## config.mk

```make
export PLATFORM = sky130hd
export DESIGN_NAME = fft_frame_reader
export DESIGN_NICKNAME = d
export VERILOG_FILES = /design/src/rtl/fft_frame_reader.sv
export SDC_FILE = /design/constraint.sdc
export NUM_CORES = 1
export LEC_CHECK = 0
export ABC_AREA = 0
export CORE_ASPECT_RATIO = 0.5
export CORE_MARGIN = 3
export CORE_UTILIZATION = 23
export DETAILED_ROUTE_END_ITERATION = 8
export DONT_BUFFER_PORTS = 1
export GPL_ROUTABILITY_DRIVEN = 0
export GPL_TIMING_DRIVEN = 0
export PLACE_DENSITY = 0.39
export SLEW_MARGIN = 40
export SYNTH_ARGS = -nofsm -noshare
export SYNTH_HDL_FRONTEND = slang
export SYNTH_SLANG_ARGS = --single-unit
```

## constraint.sdc

```tcl
create_clock -name rd_clk -period 3.43 [get_ports rd_clk]
set_input_delay 0.1715 -clock rd_clk [delete_from_list [all_inputs] [get_ports rd_clk]]
set_output_delay 0.1715 -clock rd_clk [all_outputs]
set_load 0.02 [all_outputs]
```

## src/rtl/fft_frame_reader.sv

```systemverilog
// Read-domain controller that bursts one FFT frame out of the ADC->FFT async FIFO
// and presents it as a valid/ready stream with sop/eop through a 2-entry skid buffer.
module fft_frame_reader #(
   parameter int DATA_WIDTH = 16,
   parameter int FRAME_LEN  = 1024,
   parameter int LEVEL_W    = 12
) (
   input  logic                  rd_clk,
   input  logic                  rd_rst,
   input  logic                  enable,
   output logic                  fifo_rd_en,
   input  logic [DATA_WIDTH-1:0] fifo_rd_data,
   input  logic                  fifo_empty,
   input  logic [LEVEL_W-1:0]    fifo_rd_water_level,
   output logic [DATA_WIDTH-1:0] m_data,
   output logic                  m_valid,
   input  logic                  m_ready,
   output logic                  m_sop,
   output logic                  m_eop,
   output logic                  busy,
   output logic [15:0]           frame_cnt,
   output logic                  underrun
);

   localparam int CNT_W = $clog2(FRAME_LEN + 1);

   localparam logic [1:0] ST_IDLE  = 2'd0;
   localparam logic [1:0] ST_WAIT  = 2'd1;
   localparam logic [1:0] ST_BURST = 2'd2;
   localparam logic [1:0] ST_FLUSH = 2'd3;

   localparam logic [CNT_W-1:0] FRAME_END = CNT_W'(FRAME_LEN);
   localparam logic [CNT_W-1:0] LAST_IDX  = CNT_W'(FRAME_LEN - 1);
   localparam logic [31:0]      FRAME_LEN_U = 32'(FRAME_LEN);

   logic [1:0]            state_q, state_d;
   logic [CNT_W-1:0]      rd_cnt_q, rd_cnt_d;
   logic [CNT_W-1:0]      out_cnt_q, out_cnt_d;
   logic                  inflight_q, inflight_d;
   logic [1:0]            occ_q, occ_d;
   logic [DATA_WIDTH-1:0] buf0_q, buf0_d;
   logic [DATA_WIDTH-1:0] buf1_q, buf1_d;
   logic [15:0]           frame_cnt_q, frame_cnt_d;
   logic                  underrun_q, underrun_d;

   logic level_ok;
   logic room;
   logic reads_left;
   logic pop;
   logic last_beat;

   assign level_ok   = 32'(fifo_rd_water_level) >= FRAME_LEN_U;
   assign reads_left = rd_cnt_q < FRAME_END;
   // A read may issue only if its word is guaranteed a slot when it lands.
   assign room       = (occ_q == 2'd0) || ((occ_q == 2'd1) && !inflight_q);
   assign fifo_rd_en = (state_q == ST_BURST) && reads_left && !fifo_empty && room;
   assign inflight_d = fifo_rd_en;

   // A word arriving into an empty buffer is presented directly, so the stream
   // starts one cycle after the read and runs gap-free under continuous ready.
   assign m_valid   = (occ_q != 2'd0) || inflight_q;
   assign pop       = m_valid && m_ready;
   assign last_beat = out_cnt_q == LAST_IDX;
   assign m_sop     = m_valid && (out_cnt_q == '0);
   assign m_eop     = m_valid && last_beat;
   assign busy      = (state_q == ST_BURST) || (state_q == ST_FLUSH);
   assign frame_cnt = frame_cnt_q;
   assign underrun  = underrun_q;

   always_comb begin
      m_data = '0;
      if (occ_q != 2'd0) begin
         m_data = buf0_q;
      end else if (inflight_q) begin
         m_data = fifo_rd_data;
      end
   end

   always_comb begin
      buf0_d = buf0_q;
      buf1_d = buf1_q;
      occ_d  = occ_q;
      unique case (occ_q)
         2'd0: begin
            if (inflight_q && !m_ready) begin
               buf0_d = fifo_rd_data;
               occ_d  = 2'd1;
            end
         end
         2'd1: begin
            if (pop && inflight_q) begin
               buf0_d = fifo_rd_data;
            end else if (pop) begin
               occ_d = 2'd0;
            end else if (inflight_q) begin
               buf1_d = fifo_rd_data;
               occ_d  = 2'd2;
            end
         end
         default: begin
            if (pop) begin
               buf0_d = buf1_q;
               occ_d  = 2'd1;
            end
         end
      endcase
   end

   always_comb begin
      state_d     = state_q;
      rd_cnt_d    = rd_cnt_q;
      frame_cnt_d = frame_cnt_q;
      out_cnt_d   = out_cnt_q;
      underrun_d  = underrun_q || ((state_q == ST_BURST) && reads_left && fifo_empty);
      if (pop) begin
         out_cnt_d = last_beat ? '0 : out_cnt_q + 1'b1;
      end
      unique case (state_q)
         ST_IDLE: begin
            if (enable) state_d = ST_WAIT;
         end
         ST_WAIT: begin
            if (!enable) begin
               state_d = ST_IDLE;
            end else if (level_ok) begin
               state_d  = ST_BURST;
               rd_cnt_d = '0;
            end
         end
         ST_BURST: begin
            if (fifo_rd_en) begin
               rd_cnt_d = rd_cnt_q + 1'b1;
               if (rd_cnt_q == LAST_IDX) state_d = ST_FLUSH;
            end
         end
         default: begin
            if (pop && last_beat) begin
               frame_cnt_d = frame_cnt_q + 16'd1;
               state_d     = enable ? ST_WAIT : ST_IDLE;
            end
         end
      endcase
   end

   always_ff @(posedge rd_clk or posedge rd_rst) begin
      if (rd_rst) begin
         state_q     <= ST_IDLE;
         rd_cnt_q    <= '0;
         out_cnt_q   <= '0;
         inflight_q  <= 1'b0;
         occ_q       <= 2'd0;
         buf0_q      <= '0;
         buf1_q      <= '0;
         frame_cnt_q <= 16'd0;
         underrun_q  <= 1'b0;
      end else begin
         state_q     <= state_d;
         rd_cnt_q    <= rd_cnt_d;
         out_cnt_q   <= out_cnt_d;
         inflight_q  <= inflight_d;
         occ_q       <= occ_d;
         buf0_q      <= buf0_d;
         buf1_q      <= buf1_d;
         frame_cnt_q <= frame_cnt_d;
         underrun_q  <= underrun_d;
      end
   end

endmodule

```

* Word-level counts from Yosys, hierarchy flattened
Index checks and enable logic that the tools add are counted. Widths: inputs -> output; s select.
Word-level totals: register bits 76, bits in latches 0, bits in writable memories 0, bits in read-only memories 0, input bits 33, output and inout bits 38, word-level logic and storage cells 90, memories 0
Operators by class: add/subtract/negate cells 3, $mul 0, div/mod/pow operators 0, $lt $le $gt $ge 2, equality and inequality tests 16, shifts and indexed selects 0, multiplexer cells 25, bitwise logic cells 3, reduce and logical (&&, ||, !) cells 32
Operators by type and width (number):
- $mux 16 | 5
- $mux 11 | 4
- $pmux 16 s2 | 1
- $add 11x1->11 const B | 2
- $eq 11x10->1 const B | 2
- $mux 2 | 11
- $pmux 11 s2 | 1
- $add 16x1->16 const B | 1
- $ge 12x11->1 const B | 1
- $reduce_and 4->1 | 3
- $logic_and 1x1->1 | 11
- $logic_not 11->1 | 1
- $lt 11x11->1 const B | 1
- $ne 2x2->1 const B | 5
- $ne 2x1->1 const B | 3
- $ne 3x3->1 const B | 2
- $pmux 2 s3 | 1
- $reduce_and 5->1 | 1
- $eq 2x1->1 const B | 2
- $eq 2x2->1 const B | 2
- $logic_not 2->1 | 2
- $logic_or 1x1->1 | 4
- $pmux 2 s2 | 1
- $reduce_bool 2->1 | 2
- other kinds (8) | 12

* Longest topological paths before layout
depth after elaboration 6, gate-level depth with buffers 8, depth with buffers taken out 6

* Worst setup path before layout
OpenSTA, ideal clock, no wires.
kind flip-flop to output port, from register out_cnt_q[2], to output port m_sop, arrival 1.743 ns, data required time 3.259 ns, path slack 1.515 ns, stages on the path, launching flop included 3, buffers on the path 0, path through dfrtp_1 or4_2 nor4_1
Between the ends: longest elaborated chain between the ends 2
Ends and longest elaborated chain:
- start: declaration | line 38 | logic [CNT_W-1:0] out_cnt_q, out_cnt_d;
- start signal: assignment | line 159 | out_cnt_q <= out_cnt_d;
- $logic_not 11->1 | line 64 | assign m_sop = m_valid && (out_cnt_q == '0);
- $logic_and 1x1->1 | line 64
- end: declaration | line 18 | output logic m_sop,
Every way passes these cells.

* Final worst setup path
from register inflight_q, to output port m_data[14]
Between the ends: longest elaborated chain between the ends 2
Ends and longest elaborated chain:
- start: declaration | line 39 | logic inflight_q, inflight_d;
- start signal: assignment | line 160 | inflight_q <= inflight_d;
- $mux 16 | line 74 | end else if (inflight_q) begin
- $mux 16 | line 72 | if (occ_q != 2'd0) begin
- end: declaration | line 15 | output logic [DATA_WIDTH-1:0] m_data,
Every way passes these cells.

==> reports/metrics.cfg <==
[power_and_ir_drop]
p_clk_share_pct = 32.6
cellPowerDensity_nw_per_um2 = 742
ir_drop_mv = 0.246
switching_share_pct = 35.1
p_sw_mw = 1.20
pwr-share-comb_pct = 29.0
p_int_mw = 2.22
seq_power_share_pct = 38.4
p_leak_nw = 1.96

[final_layout]
final_nets = 433
final_cell_mix = dfrtp_1, nand2_1, nor2_1
layout-drive-gt1-share_pct = 15.5
final_common_cell = dfrtp_1
fin_area_um2 = 4620
layout.cells.non_filler = 622
antenna_cells = 0
areaGrowthSynthToFinish_pct = 22.4

[clock_network]
clock_path_buffers = 2
numCtsBuffers = 9
htreeDepth = 3
clockRootBuffer = clkbuf_16
post_cts_resized = 0
cts_tree = built
clkLatencyLatePin_ns = 0.34
clk_pin_slew_ns = 0.06
clock-sinks = 76

[timing]
worstMarginPinSlew_ns = 0.757
maxSlewHeadroom_pct = 49.0
finalCritPeriodShare_pct = 76.4
fin_tns_setup_ns = 0
hold_viol = 0
grt_setup_unrepaired = false
layout_min_cycle_time_ns = 2.62
finalSetupViolCount = 0
max_freq_mhz = 381
fin_skew_ns = 0.00630
hold_ws_ns = 0.0450
slew_viol_final = 0

[grt]
antenna_found_initial = 0
grt_usage_pct = 10.9
grt_overflow = 0
grt_pass1_vias = 2699
grt_pass1_wl_um = 15300
grt_max_degree = 40

[floorplan]
io_pins = 71
rows = 32
die_w_um = 187
die_y_um = 96.6
core_um2 = 15700
start_util_pct = 24.0
die_area_um2 = 18100

[routing]
routed_wirelength_um = 9490
dr_wl_met3_um = 429
routed-wl-met2_um = 4170
viasPerCell = 4.29
drc = 0
first_pass_iters = 4
drt_iter0_markers = 91
topRoutingLayerUsed = met4
avgRoutedWirePerCell_um = 15.3
final_antenna_net_count = 0
met1Wirelength_um = 4770
vias = 2667

[synth]
synth_top_area_share_pct = 50.4
synth_top_area_cell = dfrtp_1
syn_avg_cell_area_um2 = 10.3
ys.flop_type = dfrtp_1
synth_fp_nets = 403
synthCells = 366
synth_edf_count = 0
synth_cell_type_count = 49
ys_ff_latch = 76
ys_seq_area_share_pct = 50.4
async_reset_ff_share_pct = 100
synthesis.area_um2 = 3770
yosys-top-cells-area = dfrtp_1, nand2_1, mux2_2
ys_warn_count = 0

[placement]
placed_cell_area_um2 = 4090
dpl.hpwl_um = 6440
io_buffers = 0
place_inst = 588

[worst_setup_path]
cp_common_cell = clkbuf_1
worstSetupEndpointType = output pin
r2r_cells = 4
cp_num_buf_inv = 2
slowest_stage = o21ai_0
criticalPathCategory = reg2out
critPathLaunchType = register
crit_required_ns = 3.26
critPathMaxStageDelay_ns = 0.61
crit_chain = clkbuf_1 -> clkbuf_1 -> nand2_1 -> o21ai_0
cp.arrival_ns = 2.45
cp_max_fo = 10
path_delay_family = buffers and inverters
crit_cells = 4

[run_status]
status = finished, final reports clean

[min_path]
hold_path_depth = 2
min_path_type = in2reg

[run]
maxCapViolCount = 0

[worst reg2reg max path: cells and delay by family, from the launching register on]
family                 cells  cell delay [ns]
multiplexers               1             0.37
flip-flops                 1             0.44
AND/OR/NAND/NOR            1             0.58
buffers and inverters      2             0.52
[synthesized netlist by cell type, types with 2 or more instances]
master and number:
xnor2_1 16, buf_6 3, nand4_1 10, inv_1 4, nor3_2 2, nand2_1 58, and2_1 3, o22ai_1 3
dfrtp_1 76, mux2i_1 17, xor2_1 15, nor3_1 3, nor4_1 2, and3_1 3, mux2_2 16, a21oi_1 17
nand3_1 9, and4_1 6, o21ai_0 21, buf_2 6, or3_1 2, a21o_1 4, clkbuf_1 7, nor2_1 35
ha_1 4
[layout make-up]
cell class                      count  area (um2)
Clock buffer                       10         239
Tap cell                          221         277
Buffer                             17        93.8
Clock inverter                      6         111
Inverter                            4        20.0
Multi-Input combinational cell    269        1780
Timing Repair Buffer               19         200
Sequential cell                    76        1900
Fill cell                        1636       11100
[metrics by stage]
| stage | power (mW) | setup WS [ns] | utilization (%) |
|---|---|---|---|
| after floorplan | 2.07 | 1.32 | - |
| after global placement | 2.31 | 0.145 | 25.7 |
| after global routing | 3.65 | 0.577 | 29.3 |
| final | 3.43 | 0.808 | 29.3 |
| after CTS | 3.49 | 0.726 | 29.3 |
| after detailed placement | 2.33 | 1.10 | 26.0 |
[registers in the layout (all words and copies together) (netlist names)]
name        count
buf0_q         16
buf1_q         16
frame_cnt      16
inflight_q      1
occ_q           2
out_cnt_q      11
rd_cnt_q       11
state_q         2
underrun        1
[power groups by stage]
| stage | clock (mW) | sequential, mW | combinational [mW] |
|---|---|---|---|
| global placement | 0 | 1.33 | 0.981 |
| finish | 1.12 | 1.32 | 0.995 |
| detailed placement | 0 | 1.33 | 1.01 |
| global route | 1.18 | 1.35 | 1.12 |
| CTS | 1.15 | 1.32 | 1.02 |
| floorplan | 0 | 1.29 | 0.784 |
[kinds of logic (layout without fill, tap and decap cells)]
family,after synthesis,count (layout),share of synthesized area [%]
AO/OA/AOI/OAI,50,50,7.86
multiplexers,33,33,9.28
XOR/XNOR,31,31,7.19
AND/OR/NAND/NOR,151,151,21.1
adder cells (fa/ha/maj),4,4,1.33
flip-flops,76,76,50.4
buffers and inverters,21,56,2.88
[final timing paths]
check                      slack, ns             to  startpoint
min                             0.05     state_q[0]      enable
min reg2reg                     0.50     buf1_q[10]  buf1_q[10]
min in group asynchronous       0.33  frame_cnt[15]      rd_rst
max reg2reg                     1.41      buf1_q[3]  inflight_q
max in group asynchronous       2.57     buf1_q[13]      rd_rst
max                             0.81     m_data[14]  inflight_q
[routing by layer]
metal / GRT usage (%) / vias to the layer above
met2: 16.6 / 34
met5: 0 / -
met3: 3.46 / 10
met1: 14.9 / 1296
li1: - / 1327
met4: 3.21 / 0
[repair_timing]
action / in CTS / in global routing
buffers inserted: 0 / 0
hold buffers: 18 / 0
endpoints found under the setup margin: 0 / 0
endpoints found under the hold margin: 55 / 0
Power figures use the tool's default switching activity.
